===== config.mk =====
export PLATFORM = sky130hd
export DESIGN_NAME = garbage_manager
export DESIGN_NICKNAME = d
export VERILOG_FILES = /design/src/rtl/garbage_manager_pkg.sv /design/src/rtl/garbage_manager_hole_lfsr.sv /design/src/rtl/garbage_manager.sv
export SDC_FILE = /design/constraint.sdc
export NUM_CORES = 1
export LEC_CHECK = 0
export CORE_AREA = 5 5 114 95
export CTS_CLUSTER_DIAMETER = 150
export CTS_CLUSTER_SIZE = 12
export DETAILED_ROUTE_END_ITERATION = 12
export DIE_AREA = 0 0 119 100
export GPL_ROUTABILITY_DRIVEN = 1
export PLACE_DENSITY = 0.8
export SYNTH_ARGS = -nofsm -noshare
export SYNTH_HDL_FRONTEND = slang
export SYNTH_SLANG_ARGS = --single-unit

===== constraint.sdc =====
create_clock -name clk -period 8.6 [get_ports clk]
set_clock_uncertainty 0.05 [all_clocks]
set_input_delay 1.72 -clock clk [delete_from_list [all_inputs] [get_ports clk]]
set_output_delay 1.72 -clock clk [all_outputs]
set_load 0.02 [all_outputs]

===== src/rtl/garbage_manager_pkg.sv =====
// Shared constants, FSM state types and the hole-column helper for the
// garbage manager (attack cancellation, transmit and playfield insertion).
package garbage_manager_pkg;

    localparam int PLAYFIELD_COLS    = 10;
    localparam int GARBAGE_CNT_WIDTH = 10;
    localparam int MAX_PENDING       = 20;
    localparam int MAX_INSERT        = 8;
    localparam int TX_MAX            = 31;
    localparam int LINE_CNT_WIDTH    = 5;
    localparam int HOLE_COL_WIDTH    = 4;
    localparam int LFSR_WIDTH        = 16;

    localparam logic [LFSR_WIDTH-1:0] LFSR_SEED = 16'hACE1;

    typedef enum logic {
        TX_IDLE = 1'b0,
        TX_SEND = 1'b1
    } tx_state_t;

    typedef enum logic {
        INS_IDLE = 1'b0,
        INS_REQ  = 1'b1
    } ins_state_t;

    // Fold a 4-bit random nibble onto the playfield columns; 10..15 wrap to 0..5.
    function automatic logic [HOLE_COL_WIDTH-1:0] hole_col_from_nibble(
        input logic [HOLE_COL_WIDTH-1:0] h
    );
        logic [HOLE_COL_WIDTH-1:0] cols;
        cols = HOLE_COL_WIDTH'(PLAYFIELD_COLS);
        if (h < cols) begin
            return h;
        end else begin
            return h - cols;
        end
    endfunction

endpackage


===== src/rtl/garbage_manager_hole_lfsr.sv =====
// Free-running 16-bit Fibonacci LFSR (taps 16,14,13,11) producing a registered
// playfield hole column; deliberately untouched by game_start.
module garbage_hole_lfsr
    import garbage_manager_pkg::*;
(
    input  logic                      clk,
    input  logic                      rst_l,
    output logic [HOLE_COL_WIDTH-1:0] hole_col
);

    logic [LFSR_WIDTH-1:0]     lfsr_r;
    logic [LFSR_WIDTH-1:0]     lfsr_nxt_s;
    logic [HOLE_COL_WIDTH-1:0] col_r;

    // Next LFSR value: shift left, feedback from taps 16,14,13,11.
    always_comb begin
        lfsr_nxt_s = {lfsr_r[14:0], lfsr_r[15] ^ lfsr_r[13] ^ lfsr_r[12] ^ lfsr_r[10]};
    end

    // LFSR state and the column derived from the state it is moving to.
    always_ff @(posedge clk or negedge rst_l) begin
        if (!rst_l) begin
            lfsr_r <= LFSR_SEED;
            col_r  <= hole_col_from_nibble(LFSR_SEED[HOLE_COL_WIDTH-1:0]);
        end else begin
            lfsr_r <= lfsr_nxt_s;
            col_r  <= hole_col_from_nibble(lfsr_nxt_s[HOLE_COL_WIDTH-1:0]);
        end
    end

    assign hole_col = col_r;

endmodule


===== src/rtl/garbage_manager.sv =====
// Garbage manager: cancels outgoing attack against pending incoming garbage,
// streams the surplus to the transmitter and requests garbage row insertion.
module garbage_manager
    import garbage_manager_pkg::*;
#(
    parameter int CNT_WIDTH   = GARBAGE_CNT_WIDTH,
    parameter int MAX_PEND    = MAX_PENDING,
    parameter int MAX_INS     = MAX_INSERT,
    parameter int TX_MAX_BEAT = TX_MAX
) (
    input  logic                      clk,
    input  logic                      rst_l,
    input  logic                      game_start,
    input  logic                      send_valid,
    input  logic [CNT_WIDTH-1:0]      send_count,
    input  logic                      falling_piece_lock,
    input  logic                      lock_cleared,
    input  logic                      rx_valid,
    input  logic [LINE_CNT_WIDTH-1:0] rx_count,
    output logic                      tx_valid,
    output logic [LINE_CNT_WIDTH-1:0] tx_count,
    input  logic                      tx_ready,
    output logic                      insert_req,
    output logic [LINE_CNT_WIDTH-1:0] insert_count,
    output logic [HOLE_COL_WIDTH-1:0] insert_hole_col,
    input  logic                      insert_ack,
    output logic [CNT_WIDTH-1:0]      pending_garbage,
    output logic [CNT_WIDTH-1:0]      lines_tx_total
);

    localparam int W = CNT_WIDTH;
    localparam int L = LINE_CNT_WIDTH;

    localparam logic [W-1:0] ZERO_W     = {W{1'b0}};
    localparam logic [W-1:0] ONES_W     = {W{1'b1}};
    localparam logic [W:0]   ZERO_X     = {(W+1){1'b0}};
    localparam logic [W:0]   MAX_PEND_X = (W+1)'(MAX_PEND);
    localparam logic [W-1:0] MAX_PEND_W = W'(MAX_PEND);
    localparam logic [W-1:0] MAX_INS_W  = W'(MAX_INS);
    localparam logic [W-1:0] TX_MAX_W   = W'(TX_MAX_BEAT);
    localparam logic [L-1:0] MAX_INS_L  = L'(MAX_INS);
    localparam logic [L-1:0] TX_MAX_L   = L'(TX_MAX_BEAT);
    localparam logic [L-1:0] ZERO_L     = {L{1'b0}};

    tx_state_t                 tx_state_r;
    ins_state_t                ins_state_r;
    logic                      tx_valid_r;
    logic [L-1:0]              tx_count_r;
    logic                      insert_req_r;
    logic [L-1:0]              insert_count_r;
    logic [HOLE_COL_WIDTH-1:0] hole_col_r;
    logic [HOLE_COL_WIDTH-1:0] lfsr_col_s;

    logic [W-1:0] pend_r;
    logic [W-1:0] acc_r;
    logic [W-1:0] total_r;

    logic         ack_s;
    logic         hs_s;
    logic [W-1:0] p1_s;
    logic [W-1:0] cancel_s;
    logic [W-1:0] fresh_s;
    logic [W-1:0] a_dec_s;
    logic [W:0]   p_sum_s;
    logic [W:0]   a_sum_s;
    logic [W:0]   t_sum_s;
    logic [W-1:0] pend_nxt_s;
    logic [W-1:0] acc_nxt_s;
    logic [W-1:0] total_nxt_s;

    garbage_hole_lfsr u_hole_lfsr (
        .clk      (clk),
        .rst_l    (rst_l),
        .hole_col (lfsr_col_s)
    );

    // Pending/outgoing arithmetic: insertion retire, then cancel, then receive.
    always_comb begin
        ack_s = (ins_state_r == INS_REQ) && insert_ack;
        hs_s  = (tx_state_r == TX_SEND) && tx_ready;

        if (ack_s) begin
            if (pend_r > W'(insert_count_r)) begin
                p1_s = pend_r - W'(insert_count_r);
            end else begin
                p1_s = ZERO_W;
            end
        end else begin
            p1_s = pend_r;
        end

        if (send_valid) begin
            if (send_count < p1_s) begin
                cancel_s = send_count;
            end else begin
                cancel_s = p1_s;
            end
            fresh_s = send_count - cancel_s;
        end else begin
            cancel_s = ZERO_W;
            fresh_s  = ZERO_W;
        end

        p_sum_s    = {1'b0, p1_s - cancel_s} + (rx_valid ? (W+1)'(rx_count) : ZERO_X);
        pend_nxt_s = (p_sum_s > MAX_PEND_X) ? MAX_PEND_W : p_sum_s[W-1:0];

        // A beat never exceeds the accumulator it was latched from, so no underflow.
        a_dec_s   = hs_s ? (acc_r - W'(tx_count_r)) : acc_r;
        a_sum_s   = {1'b0, a_dec_s} + {1'b0, fresh_s};
        acc_nxt_s = a_sum_s[W] ? ONES_W : a_sum_s[W-1:0];

        t_sum_s     = {1'b0, total_r} + (W+1)'(tx_count_r);
        total_nxt_s = t_sum_s[W] ? ONES_W : t_sum_s[W-1:0];
    end

    // Pending and outgoing line accumulators.
    always_ff @(posedge clk or negedge rst_l) begin
        if (!rst_l) begin
            pend_r <= ZERO_W;
            acc_r  <= ZERO_W;
        end else if (game_start) begin
            pend_r <= ZERO_W;
            acc_r  <= ZERO_W;
        end else begin
            pend_r <= pend_nxt_s;
            acc_r  <= acc_nxt_s;
        end
    end

    // Transmit FSM: one beat at a time, held stable until accepted.
    always_ff @(posedge clk or negedge rst_l) begin
        if (!rst_l) begin
            tx_state_r <= TX_IDLE;
            tx_valid_r <= 1'b0;
            tx_count_r <= ZERO_L;
            total_r    <= ZERO_W;
        end else if (game_start) begin
            tx_state_r <= TX_IDLE;
            tx_valid_r <= 1'b0;
            tx_count_r <= ZERO_L;
            total_r    <= ZERO_W;
        end else begin
            case (tx_state_r)
                TX_IDLE: begin
                    if (acc_r != ZERO_W) begin
                        tx_count_r <= (acc_r > TX_MAX_W) ? TX_MAX_L : acc_r[L-1:0];
                        tx_valid_r <= 1'b1;
                        tx_state_r <= TX_SEND;
                    end
                end
                TX_SEND: begin
                    if (tx_ready) begin
                        total_r    <= total_nxt_s;
                        tx_valid_r <= 1'b0;
                        tx_state_r <= TX_IDLE;
                    end
                end
                default: begin
                    tx_valid_r <= 1'b0;
                    tx_state_r <= TX_IDLE;
                end
            endcase
        end
    end

    // Insert FSM: a non-clearing lock with garbage pending requests rows.
    always_ff @(posedge clk or negedge rst_l) begin
        if (!rst_l) begin
            ins_state_r    <= INS_IDLE;
            insert_req_r   <= 1'b0;
            insert_count_r <= ZERO_L;
            hole_col_r     <= {HOLE_COL_WIDTH{1'b0}};
        end else if (game_start) begin
            ins_state_r    <= INS_IDLE;
            insert_req_r   <= 1'b0;
            insert_count_r <= ZERO_L;
            hole_col_r     <= {HOLE_COL_WIDTH{1'b0}};
        end else begin
            case (ins_state_r)
                INS_IDLE: begin
                    if (falling_piece_lock && !lock_cleared && (pend_r != ZERO_W)) begin
                        insert_count_r <= (pend_r > MAX_INS_W) ? MAX_INS_L : pend_r[L-1:0];
                        hole_col_r     <= lfsr_col_s;
                        insert_req_r   <= 1'b1;
                        ins_state_r    <= INS_REQ;
                    end
                end
                INS_REQ: begin
                    if (insert_ack) begin
                        insert_req_r <= 1'b0;
                        ins_state_r  <= INS_IDLE;
                    end
                end
                default: begin
                    insert_req_r <= 1'b0;
                    ins_state_r  <= INS_IDLE;
                end
            endcase
        end
    end

    assign tx_valid        = tx_valid_r;
    assign tx_count        = tx_count_r;
    assign insert_req      = insert_req_r;
    assign insert_count    = insert_count_r;
    assign insert_hole_col = hole_col_r;
    assign pending_garbage = pend_r;
    assign lines_tx_total  = total_r;

endmodule


# --- Word level (Yosys, flattened, before mapping) ---
# Index checks and enable logic that the tools add are counted.
word_totals:
  regBits: 68
  inputBits: 24
  output_inout_bits: 36
  wordCells: 97
classes:
  add_sub_neg: 8
  magnitude_cmp: 6
  eq_ne: 6
  n_mux: 44
  bitwise: 5
  n_reduce_logical: 16
ops:
  columns: ["cell", "count"]
  rows:
  - ["10-bit two-way mux", 15]
  - ["5-bit two-way mux", 9]
  - ["10-bit by 5-bit adder with 11-bit output", 2]
  - ["10-bit nonzero test", 2]
  - ["10-bit subtractor", 2]
  - ["10-bit by 5-bit subtractor with 10-bit output", 2]
  - ["4-bit two-way mux", 4]
  - ["1-bit two-way mux", 12]
  - ["3-bit inequality test, second input constant", 4]
  - ["10-bit by 10-bit adder with 11-bit output", 1]
  - ["11-bit by 5-bit > comparator with 1-bit output, second input constant", 1]
  - ["10-bit by 4-bit > comparator with 1-bit output, second input constant", 1]
  - ["10-bit by 5-bit > comparator with 1-bit output", 1]
  - ["10-bit by 5-bit > comparator with 1-bit output, second input constant", 1]
  - ["10-bit less-than comparator", 1]
  - ["2-bit AND reduction", 5]
  - ["1-bit one-hot mux with 2 select lines", 4]
  - ["2-bit nonzero test", 4]
  - ["1-bit logical AND", 4]
  - ["4-bit less-than comparator, second input constant", 1]
  - ["2-bit inequality test, second input constant", 2]
  - ["4-bit subtractor, second input constant", 1]
  - ["1-bit bitwise XOR", 3]
  - ["1-bit NOT", 2]
  - ["1-bit logical NOT", 1]

# --- Logic depth before layout (Yosys ltp) ---
# Gate-level depths: netlist (run 1).
depth:
  depth_word: 12
  mapped_depth: 37
  ltp_nobuf: 36

# --- Hierarchy ---
# From an unflattened synthesis (run 1), not the netlist that was laid out.
hier_totals:
  cells_unflattened: 595
  hier_area_um2: 5370.2
modules_own_cells:
  columns: ["mod", "instances", "cells_each", "area_each_um2", "seq_area_each_um2"]
  rows:
  - ["garbage_manager", 1, 563, 4797.1, 1201.2]
  - ["garbage_hole_lfsr", 1, 32, 573.0, 485.5]

# --- Worst setup path after synthesis (run 1) ---
# No wires, ideal clock.
synth_timing:
  kind: "input to register"
  start: "in insert_ack"
  end: "reg acc_r[0]"
  setup_time_ps: 141
  arrival_ps: 6965
  required_time_ps: 8409
  slack_ps: 1444
  cell_stages: 24
  path_buffers: 0
  path_cell_list: "nand2_1 nor4_1 mux2_2 ha_1 and4_1 and2_1 and3_1 a32oi_1 nor2_1 nor2_4 mux2_2 inv_1 fa_1 and2_1 fa_1 a21o_1 a21oi_1 o21bai_1 a21oi_1 o21bai_1 a21oi_1 o21bai_1 a21oi_1 a21oi_1"
synth_between:
  elab_chain_cells: 10
synth_lines:
  columns: ["item", "line_no", "text"]
  rows:
  - ["start: declaration", "garbage_manager.sv:26", "input logic insert_ack,"]
  - ["1-bit logical AND (*)", "garbage_manager.sv:79", "ack_s = (ins_state_r == INS_REQ) && insert_ack;"]
  - ["10-bit two-way mux (*)", "garbage_manager.sv:82", "if (ack_s) begin"]
  - ["10-bit less-than comparator", "garbage_manager.sv:93", "if (send_count < p1_s) begin"]
  - ["10-bit two-way mux (*)", "garbage_manager.sv:93", null]
  - ["10-bit two-way mux (*)", "garbage_manager.sv:92", "if (send_valid) begin"]
  - ["10-bit subtractor (*)", "garbage_manager.sv:98", "fresh_s = send_count - cancel_s;"]
  - ["10-bit two-way mux (*)", "garbage_manager.sv:92", null]
  - ["10-bit by 10-bit adder with 11-bit output (*)", "garbage_manager.sv:109", "a_sum_s = {1'b0, a_dec_s} + {1'b0, fresh_s};"]
  - ["10-bit two-way mux (*)", "garbage_manager.sv:110", "acc_nxt_s = a_sum_s[W] ? ONES_W : a_sum_s[W-1:0];"]
  - ["10-bit two-way mux (*)", "garbage_manager.sv:121", "end else if (game_start) begin"]
  - ["end signal: assignment", "garbage_manager.sv:126", "acc_r <= acc_nxt_s;"]
  - ["end: declaration", "garbage_manager.sv:55", "logic [W-1:0] acc_r;"]
# Every way passes the cells marked *; elsewhere a longest branch is shown, timed or not. The select of a mux whose other input is x is not followed.
# A chain may end at the register's enable or synchronous reset.

# --- Worst setup path after layout (run 1) ---
layout_timing:
  start: "in insert_ack"
  end: "reg pend_r[1], in the netlist pending_garbage[1]"
layout_between:
  elab_chain_cells: 11
layout_lines:
  columns: ["item", "line_no", "text"]
  rows:
  - ["1-bit logical AND (*)", "garbage_manager.sv:79", null]
  - ["10-bit two-way mux (*)", "garbage_manager.sv:82", null]
  - ["10-bit less-than comparator", "garbage_manager.sv:93", null]
  - ["10-bit two-way mux", "garbage_manager.sv:93", null]
  - ["10-bit two-way mux (2 in a row)", "garbage_manager.sv:92", null]
  - ["10-bit subtractor (*)", "garbage_manager.sv:104", "p_sum_s = {1'b0, p1_s - cancel_s} + (rx_valid ? (W+1)'(rx_count) : ZERO_X);"]
  - ["10-bit by 5-bit adder with 11-bit output (*)", "garbage_manager.sv:104", null]
  - ["11-bit by 5-bit > comparator with 1-bit output", "garbage_manager.sv:105", "pend_nxt_s = (p_sum_s > MAX_PEND_X) ? MAX_PEND_W : p_sum_s[W-1:0];"]
  - ["10-bit two-way mux (*)", "garbage_manager.sv:105", null]
  - ["10-bit two-way mux (*)", "garbage_manager.sv:121", null]
  - ["end signal: assignment", "garbage_manager.sv:125", "pend_r <= pend_nxt_s;"]
  - ["end: declaration", "garbage_manager.sv:54", "logic [W-1:0] pend_r;"]
# Marks and branches as above.

==> summary.txt, run 1 <==
Clocking
  – H-tree depth: 3
  – Postcts setup bufs: 0
  – Hold Buf Count CTS: 0
  – CTS sink count: 67
  – Inserted Clock Buffers: 9
  – CTS max path bufs: 2
  – Worst-path clk slew: 0.05 ns
  – Post-CTS sizing: 0
  – CTS root buf: clkbuf_16
  – Worst skew pair latency: 0.33 ns
  – CTS tree: done

Global route
  – Vias in the first global route: 4738
  – Global-route wire length before repair: 22500 um
  – GRT Total Usage: 0.231
  – Grt ovf: 0
  – Antenna violations before repair: 0
  – Largest net degree at the start of global routing: 68

Detailed routing
  – Vias: 4758
  – Routed WL per cell: 16.9 um
  – Vias/cell: 5.91
  – Routed wire length: 13600 um
  – Post-route ant nets: 0
  – TritonRoute pass-1 iters: 4
  – Drt drc: 0
  – Violation count after the first detailed-route iteration: 252

Pwr
  – P_int: 859 uW
  – Pwr dens: 220 mW/mm^2
  – Leakage power: 0.00296 uW
  – Sw frac: 0.393
  – Clock share of power: 0.240
  – Seq pwr share: 0.281
  – Peak VDD IR: 155 uV
  – Combinational power share: 0.479
  – Switching power: 555 uW

STA
  – Setup_tns: 0 ns
  – Max Fclk: 126 MHz
  – Unrepaired setup endpoints after global routing: false
  – Final setup margin: 0.655 ns
  – Final worst-path cycle share: 0.924
  – Final hold violation count: 0
  – Worst-Margin Slew: 0.877 ns
  – Final setup viols: 0
  – Final min period: 7.95 ns
  – Fin Hold WS: 0.298 ns
  – Final Max Tran Viols: 0
  – Slew HR: 0.400

Die
  – Die W: 119 um
  – Io pins: 60
  – Row count: 32
  – Core ar.: 0.00945 mm^2
  – Die ar.: 0.0119 mm^2
  – Initial Util: 0.571
  – Chip height: 100 um

Run status
  – Outcome: completed

Synthesis
  – Synth unique cells: 66
  – Sequential share of the synthesized area: 0.313
  – Dominant cell type by area after synthesis: dfrtp_1
  – Most frequent cell after synthesis: nor2_1
  – Post-Syn Instances: 618
  – YS warnings: 0
  – Synth Register Bits: 67
  – Top cell type's share of synthesized area: 0.274
  – Synth area leaders: dfrtp_1 27%, ha_1 13%, a21oi_1 4.7%
  – Most instantiated cells after synthesis: 60 x nor2_1, 59 x dfrtp_1, 57 x ha_1
  – Main flop type after synthesis: dfrtp_1
  – Mapped Area: 0.00540 mm^2
  – Number of flops mapped to enable cells by yosys: 0
  – Syn avg cell area: 8.73 um^2
  – Asr flop ratio synth: 1.00

Setup path
  – CP max FO: 12
  – CP dominant cell by count: inv_1
  – CP startpoint kind: input pin
  – Slowest CP cell: clkdlybuf4s50_1
  – Critical path class: input pin to flop
  – Crit path arrival time: 8.16 ns
  – Data required time of the critical path: 8.81 ns
  – Critical path capture point type: flop
  – Max incr delay on CP: 0.56 ns

Run
  – Max_cap viols: 0

Cells and area
  – Area grow syn2layout: 18.9%
  – Layout fillers: 780
  – Post-route insts no fill: 805
  – Final Util: 0.679
  – Final Net Count: 769
  – Layout cells sized above 1: 0.0787
  – ANT cells: 0

Min path
  – Hold WC Path Type: flop to flop

Placed design
  – Dpl cells: 789
  – Detailed Place HPWL: 10500 um
  – Routability cong.: 0.925
  – Pre-CTS WS: 0.386 ns
  – Port-buffer cells: 59
[power groups by stage]
stage          Combinational, uW  Sequential, uW  Clock [uW]
6_report                     677             397         339
3_3_place_gp                 632             400           0
2_1_floorplan                476             407           0
5_1_grt                      753             402         360
4_1_cts                      674             397         345
3_5_place_dp                 659             402           0
[metrics by stage]
stage	power (uW)	cell area, um^2
floorplan	883	5410
global placement	1030	6130
detailed placement	1060	6130
CTS	1420	6410
global route	1510	6410
finish	1410	6410
[cell usage in the layout, fill, tap and decap left out, drive strengths merged, types with 3 or more instances in the layout]
master	Yosys	layout
or4	3	3
conb	1	5
a21o	16	16
a21oi	51	51
nor2b	10	10
a211o	3	3
nor2	61	61
nand2	41	41
fa	7	7
ha	57	57
xnor2	23	23
xor2	18	18
o31a	4	4
clkbuf	16	12
a211oi	14	14
and3	9	9
inv	57	57
nor3	13	13
o31ai	3	3
nand3	10	10
or2	11	11
a31oi	6	6
o21ai	30	30
buf	3	9
a311oi	4	4
clkdlybuf4s50	0	58
dfrtp	59	59
dfstp	8	8
nand2b	8	8
mux2i	15	15
o21bai	9	9
and2	9	9
nor4	4	4
o21a	5	5
[layer usage]
layer,track usage,routed length [um]
met5,0,0
met4,0.0837,325
met3,0.0485,740
met2,0.387,6430
met1,0.298,6100
[cell families (layout without fill, tap and decap cells)]
| kind of cell | Yosys count | after routing | share of synthesized area |
|---|---|---|---|
| compound gates | 164 | 164 | 0.201 |
| xor+xnor | 41 | 41 | 0.0666 |
| fa+ha+maj | 64 | 64 | 0.158 |
| buf+inv | 76 | 140 | 0.0538 |
| flops | 67 | 67 | 0.313 |
| mux | 17 | 17 | 0.0320 |
| other cells | 1 | 5 | 0.000695 |
| simple gates | 188 | 188 | 0.175 |
[area by class of cell]
cell class	count	area, um^2	area share
inverters	57	216	0.0338
flip-flops and latches	67	1690	0.263
well taps	119	149	0.0232
clock buffers	12	256	0.0400
repair buffers	67	646	0.101
clock inverters	4	25.0	0.00390
multi-input cells	479	3430	0.535
[final timing paths]
kind,startpoint,endpoint,slack [ns],depth (start not counted)
max,insert_ack,pending_garbage[1]$_DFF_PN0_,0.65,29
min,u_hole_lfsr.lfsr_r[8]$_DFF_PN0_,u_hole_lfsr.lfsr_r[9]$_DFF_PN0_,0.30,0
max reg2reg,pending_garbage[0]$_DFF_PN0_,pending_garbage[1]$_DFF_PN0_,0.92,30
min reg2reg,u_hole_lfsr.lfsr_r[8]$_DFF_PN0_,u_hole_lfsr.lfsr_r[9]$_DFF_PN0_,0.30,0
max in group asynchronous,rst_l,pending_garbage[5]$_DFF_PN0_,6.43,2
min in group asynchronous,rst_l,lines_tx_total[4]$_DFFE_PN0P_,1.50,2
[worst max-delay path: cells and delay by family]
family,cells,cell delay [ns]
compound gates,6,1.43
xor+xnor,1,0.09
fa+ha+maj,3,1.06
buf+inv,5,1.01
mux,1,0.39
simple gates,13,2.44
[registers in the layout, indices dropped and copies added (netlist names)]
register / flops
lines_tx_total: 10
insert_hole_col: 4
u_hole_lfsr.lfsr_r: 15
pending_garbage: 10
tx_count: 5
acc_r: 10
tx_state_r: 1
ins_state_r: 1
insert_count: 5
tx_valid: 1
insert_req: 1
u_hole_lfsr.hole_col: 4
Power figures use the tool's default switching activity.
==> run 2: changes to the inputs <==
- PLACE_DENSITY: 0.8 -> 0.84
==> run 2 against run 1 <==
  * Count of clock-buffer cells in the layout fell by 1
  * Routed wire length fell by 2.4%
  * Clock power rose by 10%
  * Die area did not move
  * Via count fell by 1.0%
  * Critical path depth fell by 3
  * Sequential share of layout area fell by 0.056 points
  * Cell count fell by 0.37%
  * First-iteration DRC count rose by 28%
  * Worst setup slack got worse by 0.093 ns
  * Highest routed layer unchanged
  * Register-to-register slack improved by 0.09 ns
==> summary.txt, run 2 (same netlist as run 1, synthesis figures left out) <==
Setup path
  – Critical R2R Capture: pending_garbage[2]$_DFF_PN0_
  – Max incr delay on CP: 0.58 ns
  – CP Buf/Inv Count: 2
  – Worst reg2reg setup slack: 1.01 ns
  – CP startpoint kind: input pin
  – R2R depth: 34
  – Slowest CP cell: clkdlybuf4s50_1
  – Worst Setup SP: insert_ack
  – CP dominant cell by count: ha_1
  – FF-to-FF Start: pending_garbage[0]$_DFF_PN0_
  – Critical path capture point type: flop
  – CP delay by family, top: simple AND/OR/NAND/NOR gates
  – Critical path class: input pin to flop
  – Crit path arrival time: 8.15 ns
  – CP max FO: 13
  – Data required time of the critical path: 8.72 ns

Cells and area
  – Layout cells sized above 1: 0.0776
  – Biggest register: u_hole_lfsr.lfsr_r
  – Commonest cells after routing, fill and taps aside: 60 x nor2_1, 59 x dfrtp_1, 58 x clkdlybuf4s50_1
  – Layout fillers: 746
  – Most common cell after layout, fill and taps aside: nor2_1
  – Final Net Count: 766
  – ANT cells: 0
  – Max reg flops: 15
  – Reg area: 0.00169 mm^2
  – Multi-input gate area: 0.00344 mm^2
  – Area grow syn2layout: 19.1%

STA
  – Final hold violation count: 0
  – Slew HR: 0.462
  – Worst-Margin Slew: 0.808 ns
  – Final Max Tran Viols: 0
  – Unrepaired setup endpoints after global routing: false
  – Fin Hold WS: 0.300 ns
  – Max Fclk: 124 MHz
  – Setup_tns: 0 ns
  – Final worst-path cycle share: 0.935
  – Final setup viols: 0
  – Final min period: 8.04 ns

Detailed routing
  – Routed WL per cell: 16.6 um
  – Drt drc: 0
  – TritonRoute pass-1 iters: 4
  – Vias: 4710
  – Violation count after the first detailed-route iteration: 322
  – Post-route ant nets: 0
  – Vias/cell: 5.87
  – Routed wire length: 13300 um

Placed design
  – Routability cong.: 0.902
  – Port-buffer cells: 59
  – Detailed Place HPWL: 10200 um

Run status
  – Outcome: completed

Die
  – Die W: 119 um
  – Initial Util: 0.571
  – Chip height: 100 um
  – Io pins: 60
  – Core ar.: 0.00945 mm^2
  – Row count: 32
  – Die ar.: 0.0119 mm^2

Min path
  – Hold Path End: u_hole_lfsr.lfsr_r[5]$_DFF_PN1_
  – Hold WC Path Type: flop to flop
  – Hold Crit Start: u_hole_lfsr.lfsr_r[4]$_DFF_PN0_
  – Hold Crit Depth: 0

Clocking
  – Inserted Clock Buffers: 9
  – CTS sink count: 67
  – Worst skew pair latency: 0.32 ns
  – CTS max path bufs: 2
  – CTS tree: done
  – CTS root buf: clkbuf_16
  – Worst-path clk slew: 0.05 ns
  – H-tree depth: 3
  – Postcts setup bufs: 0
  – Post-CTS sizing: 0
  – Hold Buf Count CTS: 0

Pwr
  – Peak VDD IR: 113 uV
  – Leakage power: 0.00296 uW
  – Pwr dens: 224 mW/mm^2

Global route
  – Antenna violations before repair: 0
  – GRT Total Usage: 0.235
  – Grt ovf: 0
  – Vias in the first global route: 4792
  – Largest net degree at the start of global routing: 68
  – Global-route wire length before repair: 23200 um

Run
  – Max_cap viols: 0
run 2: cell types whose count changed in the layout (fill, tap and decap cells not counted), sizes merged:
cell	previous run	this run
buf	9	6
bufinv	0	1
clkbuf	12	11
clkinv	2	1
clkinvlp	2	3
run 2: power by group:
| part | total [uW] | internal [uW] | leakage (uW) | switching [uW] |
|---|---|---|---|---|
| registers | 397 | 352 | 0.000865 | 44.5 |
| clock network | 373 | 240 | 0.000144 | 133 |
| logic | 670 | 294 | 0.00195 | 376 |
run 2: worst max-delay path by stage:
| stage | to | slack [ns] | cells past startpoint |
|---|---|---|---|
| CTS | acc_r[3]$_DFF_PN0_ | 0.46 | 26 |
| finish | pending_garbage[2]$_DFF_PN0_ | 0.56 | 26 |
| global placement | pending_garbage[2]$_DFF_PN0_ | 0.42 | 26 |
| detailed placement | acc_r[3]$_DFF_PN0_ | 0.23 | 26 |
| global route | pending_garbage[2]$_DFF_PN0_ | 0.13 | 26 |
| floorplan | acc_r[0]$_DFF_PN0_ | 1.44 | 24 |
run 2: metrics by stage:
| stage | instance area, um^2 | worst slack [ns] | util | instances | total power [uW] |
|---|---|---|---|---|---|
| floorplan | 5410 | 1.44 | - | 622 | 883 |
| global placement | 6110 | 0.419 | 0.646 | 786 | 1020 |
| detailed placement | 6110 | 0.227 | 0.646 | 786 | 1050 |
| CTS | 6420 | 0.461 | 0.680 | 802 | 1440 |
| global route | 6430 | 0.130 | 0.680 | 802 | 1550 |
| finish | 6430 | 0.562 | 0.680 | 802 | 1440 |
run 2: final cells by class:
| type | count | share of cell area |
|---|---|---|
| multi-input cells | 479 | 0.535 |
| flip-flops and latches | 67 | 0.262 |
| repair buffers | 64 | 0.0970 |
| clock buffers | 11 | 0.0393 |
| inverters | 57 | 0.0337 |
| well taps | 119 | 0.0232 |
| clock inverters | 5 | 0.00954 |
run 2: routing by layer:
| metal | track usage | share of wire | up-vias |
|---|---|---|---|
| met5 | 0 | 0 | - |
| met1 | 0.312 | 0.46 | 2268 |
| li1 | - | - | 2295 |
| met4 | 0.0561 | 0.015 | 0 |
| met2 | 0.398 | 0.48 | 128 |
| met3 | 0.0462 | 0.045 | 19 |
run 2: worst reg2reg max path, delay by kind of cell (launching register included):
family | cells | cell delay, ns
AOI/OAI and AO/OA | 9 | 1.98
buffers and inverters | 5 | 0.57
and+or+nand+nor | 13 | 2.57
DFF | 1 | 0.47
xor gates and xnor gates | 1 | 0.18
muxes | 1 | 0.12
adders and majority gates | 5 | 1.52
==> run 3: changes to the inputs <==
- SYNTH_HIERARCHICAL: unset -> 1
==> run 3 against run 2 <==
  * Non-clock buffer count rose by 3
  * Count of clock-buffer cells in the layout did not move
  * Flip-flop and latch count did not move
  * Hold slack barely moved
==> summary.txt, run 3 <==
Setup path
  – CP dominant cell by count: ha_1
  – CP Buf/Inv Count: 4
  – Critical path capture point type: flop
  – Data required time of the critical path: 8.72 ns
  – Worst Setup SP: insert_ack
  – Worst reg2reg setup slack: 0.82 ns
  – Critical path class: input pin to flop
  – CP max FO: 15
  – CP startpoint kind: input pin
  – Max incr delay on CP: 0.50 ns
  – Worst Setup EP: pending_garbage[2]$_DFF_PN0_
  – FF-to-FF Start: pending_garbage[0]$_DFF_PN0_
  – CP Depth: 28
  – CP delay by family, top: compound AO/OA/AOI/OAI gates
  – Slowest CP cell: o41ai_1
  – Critical R2R Capture: pending_garbage[2]$_DFF_PN0_
  – Crit path arrival time: 8.18 ns
  – R2R depth: 31

Clocking
  – Worst skew pair latency: 0.33 ns
  – CTS sink count: 67
  – CTS root buf: clkbuf_16
  – Postcts setup bufs: 0
  – CTS max path bufs: 2
  – H-tree depth: 3
  – Worst-path clk slew: 0.06 ns
  – CTS tree: done
  – Inserted Clock Buffers: 9

STA
  – Final min period: 8.06 ns
  – Final setup viols: 0
  – Final worst-path cycle share: 0.937
  – Final Max Tran Viols: 0
  – Worst-Margin Slew: 0.844 ns
  – Max Fclk: 124 MHz
  – Unrepaired setup endpoints after global routing: false
  – Slew HR: 0.437
  – Final hold violation count: 0
  – Setup_tns: 0 ns

Synthesis
  – Main flop type after synthesis: dfrtp_1
  – Synth unique cells: 70
  – Post-synthesis mux area share: 0.0368
  – XOR/XNOR Fraction of Synth Area: 0.0734
  – Dominant cell type by area after synthesis: dfrtp_1
  – Adder-cell area share of the yosys netlist: 0.159
  – Synth area leaders: dfrtp_1 27%, ha_1 13%, nor2_1 5.0%
  – Synth Area in Compound Gates: 0.196
  – Post-Syn Instances: 595
  – Top cell type's share of synthesized area: 0.275
  – Synth Register Bits: 67
  – YS warnings: 6
  – Sequential share of the synthesized area: 0.314
  – Number of flops mapped to enable cells by yosys: 0
  – Most frequent cell after synthesis: nor2_1
  – Asr flop ratio synth: 1.00
  – Synth Area in Simple Gates: 0.171
  – Most instantiated cells after synthesis: 71 x nor2_1, 59 x dfrtp_1, 57 x ha_1
  – Main combinational cell family by area after synthesis: compound AO/OA/AOI/OAI gates
  – Syn avg cell area: 9.03 um^2
  – Mapped Area: 0.00537 mm^2

Run
  – Max_cap viols: 0

Global route
  – Grt ovf: 0
  – Vias in the first global route: 4755
  – GRT Total Usage: 0.227
  – Met2 Use GR: 0.380
  – GR Layer Usage met3: 0.0383
  – Busiest grt layer: met2
  – Antenna violations before repair: 0
  – Largest net degree at the start of global routing: 68
  – Global-route wire length before repair: 22400 um
  – Met1 usage: 0.300

Cells and area
  – Layout cells sized above 1: 0.0808
  – Biggest register: u_hole_lfsr/lfsr_r
  – Max reg flops: 16
  – Final Util: 0.680
  – Area grow syn2layout: 19.6%
  – Most common cell after layout, fill and taps aside: nor2_1
  – Cell area after layout: 0.00642 mm^2
  – Layout fillers: 751
  – Commonest cells after routing, fill and taps aside: 71 x nor2_1, 59 x dfrtp_1, 58 x clkdlybuf4s50_1
  – ANT cells: 0
  – Final Net Count: 751

Min path
  – Hold WC Path Type: flop to flop

Detailed routing
  – Vias: 4705
  – Routed WL per cell: 17.0 um
  – Drt drc: 0
  – Routed wire length: 13400 um
  – TritonRoute pass-1 iters: 5
  – Violation count after the first detailed-route iteration: 346
  – Vias/cell: 5.98
  – Post-route ant nets: 0

Die
  – Initial Util: 0.568
  – Row count: 32
  – Die ar.: 0.0119 mm^2
  – Io pins: 60
  – Core ar.: 0.00945 mm^2
  – Die W: 119 um
  – Chip height: 100 um

Run status
  – Outcome: completed

Pwr
  – Peak VDD IR: 109 uV
  – Combinational power share: 0.468
  – Pwr dens: 226 mW/mm^2
  – Switching power: 560 uW
  – Clock share of power: 0.260
  – Leakage power: 0.00292 uW
  – P_int: 891 uW
  – Seq pwr share: 0.272
  – Sw frac: 0.386

Placed design
  – Detailed Place HPWL: 10100 um
  – Routability cong.: 0.909
  – Port-buffer cells: 59
  – DP Area: 0.00610 mm^2
==> run 3: changes by cell type after synthesis, sizes merged, moves of 4 or more <==
cell / before / now
nand3: 10 / 3
clkbuf: 16 / 10
nand2: 41 / 33
xnor2: 23 / 27
a21oi: 51 / 44
a21o: 16 / 12
nor2: 61 / 72
and3: 9 / 5
inv: 57 / 51
==> run 3: through the flow <==
step | setup slack, ns | cells | power, uW | hold slack [ns]
floorplan | 1.23 | 599 | 888 | 0.281
CTS | 0.584 | 787 | 1450 | 0.300
global placement | 0.669 | 771 | 1030 | 0.286
finish | 0.539 | 787 | 1450 | 0.300
global route | 0.0696 | 787 | 1550 | 0.307
detailed placement | 0.241 | 771 | 1060 | 0.286
==> run 3: cells by family after synthesis <==
| logic type | Yosys count |
|---|---|
| fa+ha+maj | 64 |
| simple gates | 183 |
| flops | 67 |
| compound gates | 151 |
| other cells | 1 |
| buf+inv | 65 |
| xor+xnor | 45 |
| mux | 19 |
==> run 3: layout make-up <==
cell class	instances	area (um^2)	area share
Multi-Input combinational cell	467	3440	0.535
Sequential cell	67	1690	0.263
Timing Repair Buffer	67	646	0.101
Clock buffer	11	253	0.0394
Inverter	51	191	0.0298
Tap cell	119	149	0.0232
Clock inverter	5	60.1	0.00935
==> run 3: worst register-to-register path, delay by kind of cell, from the launching register on <==
kind	cells	cell delay (ns)
compound gates	12	3.31
fa+ha+maj	6	1.87
simple gates	8	1.30
flops	1	0.51
buf+inv	3	0.30
mux	1	0.15
xor+xnor	1	0.14
==> run 3: worst min path at each step <==
stage	start	endpoint	slack, ns	depth (start not counted)
2_1_floorplan	u_hole_lfsr/lfsr_r[3]$_DFF_PN0_	u_hole_lfsr/lfsr_r[4]$_DFF_PN0_	0.28	0
3_3_place_gp	u_hole_lfsr/lfsr_r[9]$_DFF_PN0_	u_hole_lfsr/lfsr_r[10]$_DFF_PN1_	0.29	0
3_5_place_dp	u_hole_lfsr/lfsr_r[3]$_DFF_PN0_	u_hole_lfsr/lfsr_r[4]$_DFF_PN0_	0.29	0
4_1_cts	u_hole_lfsr/lfsr_r[3]$_DFF_PN0_	u_hole_lfsr/lfsr_r[4]$_DFF_PN0_	0.30	0
5_1_grt	u_hole_lfsr/lfsr_r[3]$_DFF_PN0_	u_hole_lfsr/lfsr_r[4]$_DFF_PN0_	0.31	0
6_report	u_hole_lfsr/lfsr_r[9]$_DFF_PN0_	u_hole_lfsr/lfsr_r[10]$_DFF_PN1_	0.30	0
==> run 3: repair_timing <==
action,4_1_cts,5_1_grt
setup endpoints to repair,0,5
hold buffers,0,0
resized for setup,0,1
==> run 3: power by group through the flow <==
stage / logic [uW] / clock network [uW] / registers (uW)
after floorplan: 481 / 0 / 407
after global placement: 633 / 0 / 396
after detailed placement: 662 / 0 / 399
after CTS: 674 / 380 / 394
after global routing: 752 / 396 / 400
final: 679 / 377 / 395
==> run 3: metal layers <==
| layer | vias to the layer above | wire length (um) |
|---|---|---|
| met1 | 2279 | 6030 |
| li1 | 2238 | - |
| met5 | - | 0 |
| met4 | 0 | 237 |
| met3 | 27 | 615 |
| met2 | 161 | 6520 |
